`src/rtl/i2c_scl_gen.sv`:
```
// I2C bit-clock generator: SCL, a quarter-phase-leading reference clock and four phase strobes.
// Optional macro I2C_SCL_STRETCH_EN lets a low bus SCL hold the SCL-high phase (slave clock stretch).
module i2c_scl_gen #(
  parameter int CNT_W = 8
) (
  input  logic             i_clk,
  input  logic             i_rst,
  input  logic             i_en,
  input  logic [CNT_W-1:0] i_div,
  input  logic             i_scl_in,
  output logic             o_scl_out,
  output logic             o_ref_out,
  output logic             o_fall_stb,
  output logic             o_change_stb,
  output logic             o_rise_stb,
  output logic             o_sample_stb,
  output logic             o_busy,
  output logic             o_stretching
);

  typedef enum logic {S_IDLE, S_RUN} state_t;
  typedef enum logic [1:0] {P0 = 2'd0, P1 = 2'd1, P2 = 2'd2, P3 = 2'd3} phase_t;

  state_t           r_state;
  phase_t           r_phase;
  logic [CNT_W-1:0] r_cnt;
  logic [CNT_W-1:0] r_div_q;
  logic             r_stretching;

  logic [CNT_W-1:0] w_div_eff;
  logic             w_last;
  logic             w_hold;
  logic             w_run;
  logic             w_cnt0;

  assign w_div_eff = (i_div == '0) ? CNT_W'(1) : i_div;
  assign w_last    = (r_cnt == r_div_q - CNT_W'(1));

`ifdef I2C_SCL_STRETCH_EN
  // A slave pulling SCL low during the high phase freezes both counter and phase.
  assign w_hold = (r_phase == P2) && !i_scl_in;
`else
  logic w_unused_scl;
  assign w_unused_scl = i_scl_in;
  assign w_hold       = 1'b0;
`endif

  always_ff @(posedge i_clk) begin
    if (i_rst) begin
      r_state      <= S_IDLE;
      r_phase      <= P0;
      r_cnt        <= '0;
      r_div_q      <= CNT_W'(1);
      r_stretching <= 1'b0;
    end else begin
      r_stretching <= 1'b0;
      case (r_state)
        S_IDLE: begin
          if (i_en) begin
            r_state <= S_RUN;
            r_phase <= P0;
            r_cnt   <= '0;
            r_div_q <= w_div_eff;
          end
        end
        S_RUN: begin
          if (w_hold) begin
            r_stretching <= 1'b1;
          end else if (!w_last) begin
            r_cnt <= r_cnt + CNT_W'(1);
          end else begin
            r_cnt <= '0;
            if (r_phase != P3) begin
              r_phase <= phase_t'(r_phase + 2'd1);
            end else if (i_en) begin
              // Divisor is only reloaded on a period boundary.
              r_phase <= P0;
              r_div_q <= w_div_eff;
            end else begin
              r_state <= S_IDLE;
            end
          end
        end
        default: r_state <= S_IDLE;
      endcase
    end
  end

  assign w_run  = (r_state == S_RUN);
  assign w_cnt0 = (r_cnt == '0);

  assign o_scl_out    = !w_run || r_phase[1];
  assign o_ref_out    = w_run && ((r_phase == P1) || (r_phase == P2));
  assign o_fall_stb   = w_run && (r_phase == P0) && w_cnt0;
  assign o_change_stb = w_run && (r_phase == P1) && w_cnt0;
  // cnt stays 0 through a stretch that starts on P2 entry; suppress the repeat.
  assign o_rise_stb   = w_run && (r_phase == P2) && w_cnt0 && !r_stretching;
  assign o_sample_stb = w_run && (r_phase == P3) && w_cnt0;
  assign o_busy       = w_run;
  assign o_stretching = r_stretching;

endmodule

```
`config.mk`:
```
export PLATFORM = sky130hd
export DESIGN_NAME = i2c_scl_gen
export DESIGN_NICKNAME = d
export VERILOG_FILES = /design/src/rtl/i2c_scl_gen.sv
export SDC_FILE = /design/constraint.sdc
export NUM_CORES = 1
export LEC_CHECK = 0
export ABC_AREA = 1
export BUFFER_PORTS_ARGS = -buffer_cell sky130_fd_sc_hd__buf_4
export CORE_MARGIN = 4
export CORE_UTILIZATION = 50
export DETAILED_ROUTE_END_ITERATION = 7
export HOLD_SLACK_MARGIN = 0.08
export PLACE_DENSITY = 0.73
export SKIP_CTS_REPAIR_TIMING = 1
export SYNTH_ARGS = -nofsm -noshare
export SYNTH_HDL_FRONTEND = slang
export SYNTH_SLANG_ARGS = --single-unit
```
`constraint.sdc`:
```
create_clock -name i_clk -period 2.4 [get_ports i_clk]
set_input_delay 0.36 -clock i_clk [delete_from_list [all_inputs] [get_ports i_clk]]
set_output_delay 0.36 -clock i_clk [all_outputs]
set_load 0.005 [all_outputs]
```
; ---- After elaboration in Yosys (flattened, before gate mapping)
; Index checks and enable logic that the tools add are counted.
[word_totals]
n_memories = 0
latch_bits = 0
wordCells = 48
ram_bits = 0
output_inout_bits = 8
register_bits = 19
in_bits = 12
mem_bits_ro = 0
[op_classes]
div_mod_pow = 0
n_bitwise = 1
eq_ne = 8
n_reduce_logical = 16
n_lt_le_gt_ge = 0
add_sub_neg = 3
mul = 0
shifts = 0
muxes = 16
[ops]
columns = operator, count
row1 = $mux W8, 6
row2 = $pmux W8 S2, 2
row3 = $logic_not A8 Y1, 2
row4 = $logic_and A1 B1 Y1, 9
row5 = $add A8 B1 Y8 const B, 1
row6 = $eq A8 B8 Y1, 1
row7 = $sub A8 B1 Y8 const B, 1
row8 = $mux W2, 3
row9 = $ne A2 B2 Y1 const B, 3
row10 = $eq A2 B2 Y1 const B, 2
row11 = $pmux W2 S2, 1
row12 = $mux W1, 3
row13 = $add A2 B1 Y2 const B, 1
row14 = $eq A2 B1 Y1 const B, 1
row15 = $logic_not A2 Y1, 1
row16 = $logic_or A1 B1 Y1, 2
row17 = $ne A2 B1 Y1 const B, 1
row18 = $pmux W1 S2, 1
row19 = $reduce_and A2 Y1, 1
row20 = $logic_not A1 Y1, 1
row21 = $not A1 Y1, 1

; ---- Logic depth before layout (Yosys ltp)
; Gate-level depths: netlist of run 1.
[logic_depth]
depth_word = 6
depth_mapped = 15
mapped_depth_nobuf = 15

; ---- Least setup slack after synthesis of run 1
; Ideal clock, no wire load.
[synth_timing]
path_type = register to register
startpoint = reg r_div_q[0]
endpoint = reg r_div_q[2]
setup_slack_ns = 0.716
synth_period_minus_slack_ns = 1.684
t_required_ns = 2.290
setup_time_ns = 0.110
path_buffers = 1
path_stages_with_launch = 16
t_arrival_ns = 1.574
path_cell_list = dfxtp_1 inv_2 ha_1 inv_1 nand2_1 nand2_1 nand2_1 nand2_1 nand3_1 nor2_1 nand2_2 nand2_4 buf_6 nand4_1 nand2_1 nor2_1
[synth_via]
elab_chain_len = 4
[synth_rtl]
columns = item, line_no
row1 = "start, declared", 27  ; logic [CNT_W-1:0] r_div_q;
row2 = "start signal, assigned", 63  ; r_div_q <= w_div_eff;
row3 = "start signal, assigned", 78  ; r_div_q <= w_div_eff;
row4 = $sub A8 B1 Y8, 37  ; assign w_last = (r_cnt == r_div_q - CNT_W'(1));
row5 = $eq A8 B8 Y1, 37
row6 = $ne A2 B1 Y1 (no line), --
row7 = $reduce_and A2 Y1 (no line), --
; Every way passes these cells.
; A chain may end at the register's enable or synchronous reset.

; ---- Final worst setup path of run 1
[layout_timing]
startpoint = reg r_div_q[1]
endpoint = reg r_div_q[4]
; Same word-level chain as after synthesis.

==> metrics.cfg, run 1 <==
[detailed_routing]
wl_per_cell_um=10.99
drc=0
post_drt_via_cell_ratio=5.081
postRouteAntennaNets=0
route.final.wire_length_um=2990
vias=1382
drt-initial-drc-count=48
dr.pass1.iters=4

[critical_path]
crit_arrival_ns=2.18
worstSetupPathType=flop to flop
path_cells=inv_1 -> ha_1 -> inv_1 -> nand2_1 -> nand2_1 -> nand2_1 -> nand2_1 -> nand3_1 -> nor2_1 -> nand2_2 -> nand2_4 -> nand3_4 -> nand2_1 -> inv_1 -> nor2_1
cp-endpoint=r_div_q[4]
cp-end-kind=flop
timing.rr.end=r_div_q[4]
timing.critical_path.mode_cell=nand2_1
cp.required_ns=2.65
reg2reg_depth=15
crit_start=r_div_q[1]
critPathMaxStageDelay_ns=0.39
critPathLaunchType=flop
regToRegSetupSlack_ns=0.47
critPathSlowestCell=dfxtp_1
worstPathMaxFanout=15
r2r_start=r_div_q[1]

[placed_design]
port_buffers=17
gp_congestion=0.7974
dpl.hpwl_um=2260
placed_area_sq_um=1563

[sta]
min_period_over_period=0.8061
clock.fmax_mhz=516.9
tns_ns=0
finClkSkew_ns=0.006204
rsz0062_at_grt=no
drv_slew=0
period_minus_slack_ns=1.935
fin_hold_ws_ns=0.2555
setup_violations=0
finalHoldViolCount=0

[yosys]
synth_nets=248
synth_commonest_cells=nand2_1, inv_1, nor2_1
synth_top_family_by_area=simple AND/OR/NAND/NOR gates
syn_inst=229
synth_edf_count=0
yosys_warnings=0
synthXorXnorAreaFrac=0.04853
synth_top_area_frac=0.2634
async_flop_share=0
yosys.area_share.adder=0.06066
netlist_area_sq_um=1444
yosysMostFrequentCell=nand2_1
synth_compound_area_frac=0.08059
yosysUniqueCellTypes=34
yosysSeqAreaShare=0.2634
synth_area_leader_cell=dfxtp_1
ys.flop_type=dfxtp_1
muxShareOfSynthArea=0
synth_area_leaders=dfxtp_1, nand2_1, inv_1
synth-seq-cells=19
syn_avg_cell_area_sq_um=6.305
synth-simple-area-share=0.3943

[power]
clkPwrFrac=0.211
swShare=0.3748
total_power_uw=809.0
p_int_uw=505.8
power.density_nw_per_um2=508.7
irDropWorstVdd_mv=0.3443
combPwrFrac=0.338
p_leak_uw=0.0007890
p_switching_uw=303.2
seqPwrFrac=0.452

[final_layout]
seqCellArea_sq_um=380.4
fin_util=0.5767
fin_nets=261
num_antenna_cells=0
drive_above_1_share=0.1618
fillers=269
multi_input_area_sq_um=847.1
design_area_sq_um=1590
syn2layout_area_growth_pct=10.14

[grt]
grt_overflow=0
antenna_found_initial=0
grt_usage=0.1840
grt_first_pass_wirelength_um=5216
grt_max_degree=16
grt_pass1_vias=1175

[cts]
clockBufferDepth=2
cts_sinks=19
htree_num_levels=1
cts_root_buf=clkbuf_4
clk_pin_slew_worst_paths_ns=0.12
insertion_delay_ns=0.30
cts_tree=built
numCtsBuffers=3

[floorplan]
die-area_sq_um=3811
die-height_um=61.74
initial_utilization=0.5236
placementRows=19
die_w_um=61.74
io-pin-count=20
fp.coreArea_sq_um=2758

[worst_hold_path]
hold_path_class=input pin to flop

[status]
status=finished clean

[run]
cap_violations=0

-- through the flow --
step                setup slack, ns  std cells
finish                       0.4654        272
global route                 0.2161        272
CTS                          0.4424        272
detailed placement           0.4944        268
global placement             0.5112        268
floorplan                    0.7161        229
-- state kept, by name (all words and copies together), names as in the netlist --
| name | count |
|---|---|
| o_busy | 1 |
| r_cnt | 8 |
| r_div_q | 8 |
| r_phase | 2 |
-- routing by layer --
metal,vias up,share of wire,GRT usage
met3,6,0.042,0.02686
li1,740,-,-
met5,-,0,0
met2,31,0.45,0.2810
met4,0,0.017,0.08788
met1,605,0.49,0.2541
-- worst max-delay path, delay by kind of cell, from the launching register on --
kind,cells,cell delay (ns)
buffers and inverters,3,0.18
DFF,1,0.39
and+or+nand+nor,11,1.09
adders and majority gates,1,0.22
-- how the worst min path moves through the flow --
stage	startpoint	endpoint	slack [ns]	cells after the start
after floorplan	r_phase[1]	r_phase[1]	0.48	2
after global placement	r_phase[1]	r_phase[1]	0.50	2
after detailed placement	r_phase[1]	r_phase[1]	0.50	2
after CTS	i_rst	r_phase[1]	0.25	2
after global routing	i_rst	r_phase[1]	0.24	2
final	i_rst	r_phase[1]	0.26	2
-- final cells by class --
type,instances,share of cell area
sequential,19,0.2392
multi-input combinational,157,0.5326
inverter,43,0.1015
clock inverter,1,0.003147
timing repair buffer,18,0.08497
tap,31,0.02439
clock buffer,3,0.01416
-- cell usage in the layout, fill, tap and decap left out, types with 2 or more instances in the layout --
master	Yosys	final
nor2_2	2	2
nand3_1	19	19
a21oi_1	7	7
o31ai_1	2	2
o21ai_1	2	2
nand2_1	53	53
inv_1	39	39
xnor2_1	3	3
xor2_1	5	5
nand4_1	12	12
o21ai_0	3	3
buf_4	1	18
ha_1	7	7
nor2_1	25	25
dfxtp_1	19	19
inv_2	4	4
clkbuf_4	0	3
nand2_2	4	4
-- cells by family (layout without fill, tap and decap cells) --
| kind of cell | after synthesis | in the layout |
|---|---|---|
| and+or+nand+nor | 122 | 122 |
| buffers and inverters | 53 | 65 |
| AOI/OAI and AO/OA | 19 | 19 |
| DFF | 19 | 19 |
| xor gates and xnor gates | 8 | 8 |
| adders and majority gates | 7 | 7 |
| other | 1 | 1 |
-- power by group through the flow --
stage               registers, uW  clock network (uW)  logic [uW]
floorplan                     365                   0         216
global placement              373                   0         268
detailed placement            373                   0         271
CTS                           365                 174         274
global route                  369                 191         318
finish                        365                 170         273
No activity file was read; power rests on OpenSTA's default activity.
==> inputs of run 2 (changes only) <==
Settings changed: ABC_AREA 1 to 0, PLACE_DENSITY 0.73 to 0.74.
Clock period 2.4 ns to 1.85 ns, I/O delays scaled along.
==> run 2 against run 1 <==
Net effect:
- the run now ends with setup timing left
- total power up 31%
- count of clock-buffer cells in the layout unchanged
- global-route usage about the same
- combinational power is 39% higher
- die area fell by 7.9%
- final area grew 14%
- routed wire length grew 11%
- sequential cell count is the same
==> metrics.cfg, run 2 <==
[status]
status=finished with violations
violations=setup timing

[yosys]
ys.flop_type=dfxtp_1
syn_inst=153
synth_area_leader_cell=dfxtp_1
yosysMostFrequentCell=dfxtp_1
synth-seq-cells=19
async_flop_share=0
yosysSeqAreaShare=0.2898
synth_commonest_cells=dfxtp_1, mux2i_1, nor2_1, xor2_1
syn_avg_cell_area_sq_um=8.578
netlist_area_sq_um=1313
synth_area_leaders=dfxtp_1, mux2i_1, ha_1
synth_nets=172
yosysUniqueCellTypes=43
yosys_warnings=0
synth_top_area_frac=0.2898
synth_edf_count=0

[detailed_routing]
drc=0
route.final.wire_length_um=3327
drt-initial-drc-count=37
wl_per_cell_um=14.92
vias=1267
postRouteAntennaNets=0
post_drt_via_cell_ratio=5.682
dr.pass1.iters=5

[critical_path]
worstSetupPathType=flop to output pin
cp-end-kind=output pin
crit_arrival_ns=1.91
cp.required_ns=1.57
critPathLaunchType=flop
worstPathMaxFanout=4

[power]
p_leak_uw=0.0007440
irDropWorstVdd_mv=0.4349
power.density_nw_per_um2=585.0

[final_layout]
num_antenna_cells=0
fin_util=0.7267
largestRegisters=r_cnt: 8 flops, r_div_q: 8 flops, r_phase: 2 flops
drive_above_1_share=0.3886
syn2layout_area_growth_pct=38.42
fin_nets=213
final_common_cell=buf_4
mostFrequentLayoutCells=buf_4, dfxtp_1, nor2_1, xor2_1, mux2i_1

[floorplan]
die-height_um=59.24
initial_utilization=0.5250
die_w_um=59.24
io-pin-count=20
die-area_sq_um=3509
placementRows=18
fp.coreArea_sq_um=2500

[grt]
antenna_found_initial=0
grt_overflow=0
grt_pass1_vias=1181
grt_first_pass_wirelength_um=4933
grt_max_degree=31
grt_usage=0.1835

[sta]
finClkSkew_ns=0.01761
rsz0062_at_grt=yes
finalHoldViolCount=0
finalWorstSetupSlack_ns=-0.3350
clock.fmax_mhz=457.7
drv_slew=0
period_minus_slack_ns=2.185
tns_ns=-6.260
fin_hold_ws_ns=0.2166
setup_violations=23
min_period_over_period=1.181

[cts]
cts_tree=built
htree_num_levels=1
clk_pin_slew_worst_paths_ns=0.13
clockBufferDepth=2
numCtsBuffers=3
cts_sinks=19
cts_root_buf=clkbuf_4
insertion_delay_ns=0.32

[run]
cap_violations=0

[placed_design]
dp_slack_ns=-0.2853
gp_congestion=0.7778
dpl.hpwl_um=2306
port_buffers=17

[worst_hold_path]
hold_path_class=input pin to flop

==> run 2: cell count changes after synthesis, sizes merged, moves of 6 or more <==
cell / change
nand3: -14
nor3: +6
nand2: -50
inv: -35
nor2: -19
or2b: +7
nand4: -9
nand2b: +7
mux2i: +9
==> run 2: metal layers <==
metal,vias up,wire length [um],GRT usage
li1,621,-,-
met5,-,0,0
met3,6,111,0.02179
met4,0,62,0.08414
met2,17,1678,0.3245
met1,623,1473,0.2184
==> run 2: stage by stage <==
step	power (uW)	std cells	cell area, sq um
2_1_floorplan	648.9	153	1361
3_3_place_gp	749.7	211	1625
3_5_place_dp	760.4	211	1625
4_1_cts	983.9	215	1655
5_1_grt	1113	223	1817
6_report	1063	223	1817
==> run 2: cell type report <==
| type | count | area [sq um] |
|---|---|---|
| tap | 30 | 37.54 |
| multi-input combinational | 118 | 968.4 |
| timing repair buffer | 44 | 365.4 |
| clock buffer | 3 | 22.52 |
| clock inverter | 1 | 7.507 |
| sequential | 19 | 385.4 |
| fill | 190 | 683.2 |
| inverter | 8 | 30.03 |
==> run 2: final timing paths <==
path / from / slack (ns) / depth (start not counted) / to
max: r_cnt[3] / -0.34 / 6 / o_sample_stb
min: i_div[5] / 0.22 / 3 / r_div_q[5]
max reg2reg: r_div_q[0] / -0.34 / 7 / r_div_q[0]
min reg2reg: r_div_q[7] / 0.51 / 2 / r_div_q[7]
==> run 2: cell families (layout without fill, tap and decap cells) <==
group | count (synthesis) | in the layout | synth area share
AOI/OAI and AO/OA | 20 | 21 | 0.1201
xor gates and xnor gates | 13 | 13 | 0.08675
adders and majority gates | 7 | 7 | 0.06673
buffers and inverters | 17 | 56 | 0.06673
DFF | 19 | 19 | 0.2898
muxes | 9 | 9 | 0.06864
other | 1 | 1 | 0.002857
and+or+nand+nor | 67 | 67 | 0.2984
==> run 2: where the power goes <==
part	switching [uW]	total (uW)	internal (uW)	leakage [uW]
clock	146	229	82.8	0.0000139
combinational	180	379	199	0.000574
sequential	25.5	455	430	0.000156
total	351	1060	712	0.000744
==> run 2: critical path: stages, from the launching register on <==
cell	delay [ns]
dfxtp_2	0.35
buf_6	0.11
or4_4	0.48
nor4_4	0.27
buf_4	0.16
and2_4	0.13
buf_6	0.08
==> inputs of run 3 (changes only) <==
Settings changed: CELL_PAD_IN_SITES_DETAIL_PLACEMENT from default to 1, CELL_PAD_IN_SITES_GLOBAL_PLACEMENT from default to 1, CORE_UTILIZATION 50 to 42, PLACE_DENSITY 0.74 to 0.81.
==> run 3 against run 2 <==
Net effect:
- the flow still finishes with violations (setup timing)
- sequential power increased by 0.9%
- non-clock buffer count decreased by 2
- worst setup slack got worse by 0.16 ns
- sequential cell count unchanged
- cell count increased by 5.4%
- final area increased by 1.9%
- largest cell class unchanged
- critical path depth increased by 1
- via count increased by 3.9%
- clock skew decreased by 0.016 ns
- total power increased by 4.5%
- sequential share of layout area decreased by 0.12 points
==> metrics.cfg, run 3 (synthesis results as in run 2) <==
[final_layout]
seqCellArea_sq_um=390.4
drive_above_1_share=0.3979
fin_util=0.6112
final_cells=235
syn2layout_area_growth_pct=40.99
num_antenna_cells=0
mostFrequentLayoutCells=buf_4, dfxtp_1, nor2_1, mux2i_1, xor2_1
largestRegisters=r_cnt: 8 flops, r_div_q: 8 flops, r_phase: 2 flops
multi_input_area_sq_um=1006
fin_nets=211
final_common_cell=buf_4
fillers=352

[placed_design]
port_buffers=17
post-place-cells=226
dpl.hpwl_um=2780
gp_congestion=0.7751

[power]
irDropWorstVdd_mv=0.3386
p_leak_uw=0.0007373
power.density_nw_per_um2=600.2
total_power_uw=1111

[sta]
period_minus_slack_ns=2.345
finalWorstSetupSlack_ns=-0.4947
rsz0062_at_grt=yes
tns_ns=-7.297
clock.fmax_mhz=426.5
finClkSkew_ns=0.001592
fin_hold_ws_ns=0.2157
finalHoldViolCount=0
setup_violations=23
drv_slew=0
min_period_over_period=1.267

[detailed_routing]
wl_met2_um=2493
dr.pass1.iters=4
top_layer_used=met4
wl_met3_um=123
drt-initial-drc-count=46
postRouteAntennaNets=0
wl_met1_um=1992
wl_per_cell_um=20.01
route.final.wire_length_um=4703
post_drt_via_cell_ratio=5.600
vias=1316
drc=0

[critical_path]
path_cells=or4_4 -> o21ai_2 -> o311ai_2 -> a2111o_1 -> o22ai_4 -> buf_12 -> mux2i_1
critPathLaunchType=flop
critPathMaxStageDelay_ns=0.56
crit_arrival_ns=2.58
worstPathMaxFanout=8
worstSetupPathType=flop to flop
reg2reg_depth=7
cp-end-kind=flop
critPathSlowestCell=or4_4
cp.required_ns=2.09
regToRegSetupSlack_ns=-0.49

[worst_hold_path]
holdPathStages=3
hold_path_class=input pin to flop

[grt]
grt_max_degree=31
grt_overflow=0
grt_usage=0.1796
grt_pass1_vias=1256
antenna_found_initial=0
grt_first_pass_wirelength_um=5865

[cts]
cts_sinks=19
clockBufferDepth=2
insertion_delay_ns=0.33
htree_num_levels=1
numCtsBuffers=3
cts_tree=built
clk_pin_slew_worst_paths_ns=0.14
cts_root_buf=clkbuf_4

[floorplan]
die-height_um=63.90
placementRows=20
initial_utilization=0.4335
io-pin-count=20
die-area_sq_um=4083
fp.coreArea_sq_um=3028
die_w_um=63.90

[status]
status=finished with violations
violations=setup timing

[run]
cap_violations=0

==> run 3: metal layers <==
metal,vias up,GRT usage
li1,619,-
met1,649,0.2333
met2,38,0.3071
met3,10,0.02636
met4,0,0.04852
met5,-,0
==> run 3: cell type report <==
cell class              count  share of cell area
multi-input cells         118              0.5436
flip-flops and latches     19              0.2110
repair buffers             42              0.1832
well taps                  44             0.02975
inverters                   8             0.01623
clock buffers               3             0.01217
clock inverters             1            0.004057
==> run 3: critical path: cells and delay by family, from the launching register on <==
family	cells	cell delay, ns
and+or+nand+nor	1	0.56
buffers and inverters	1	0.16
DFF	1	0.36
AOI/OAI and AO/OA	4	0.89
muxes	1	0.28
==> run 3: worst paths after layout <==
path / start / to
min reg2reg: r_div_q[7] / r_div_q[7]
min: i_div[0] / r_div_q[0]
max reg2reg: r_div_q[0] / r_div_q[6]
max: r_div_q[0] / r_div_q[6]
==> run 3: metrics by stage <==
stage               setup WS [ns]  area (sq um)
floorplan                 -0.2148          1361
global placement          -0.2255          1650
detailed placement        -0.3286          1650
CTS                       -0.4404          1680
global route              -0.5568          1851
finish                    -0.4947          1851
==> run 3: where the power goes <==
group	internal (uW)	switching (uW)	leakage, uW	total, uW
Clock	82.9	170	0.0000139	253
Sequential	429	30.5	0.000157	459
Combinational	191	208	0.000566	399
Total	703	408	0.000737	1110
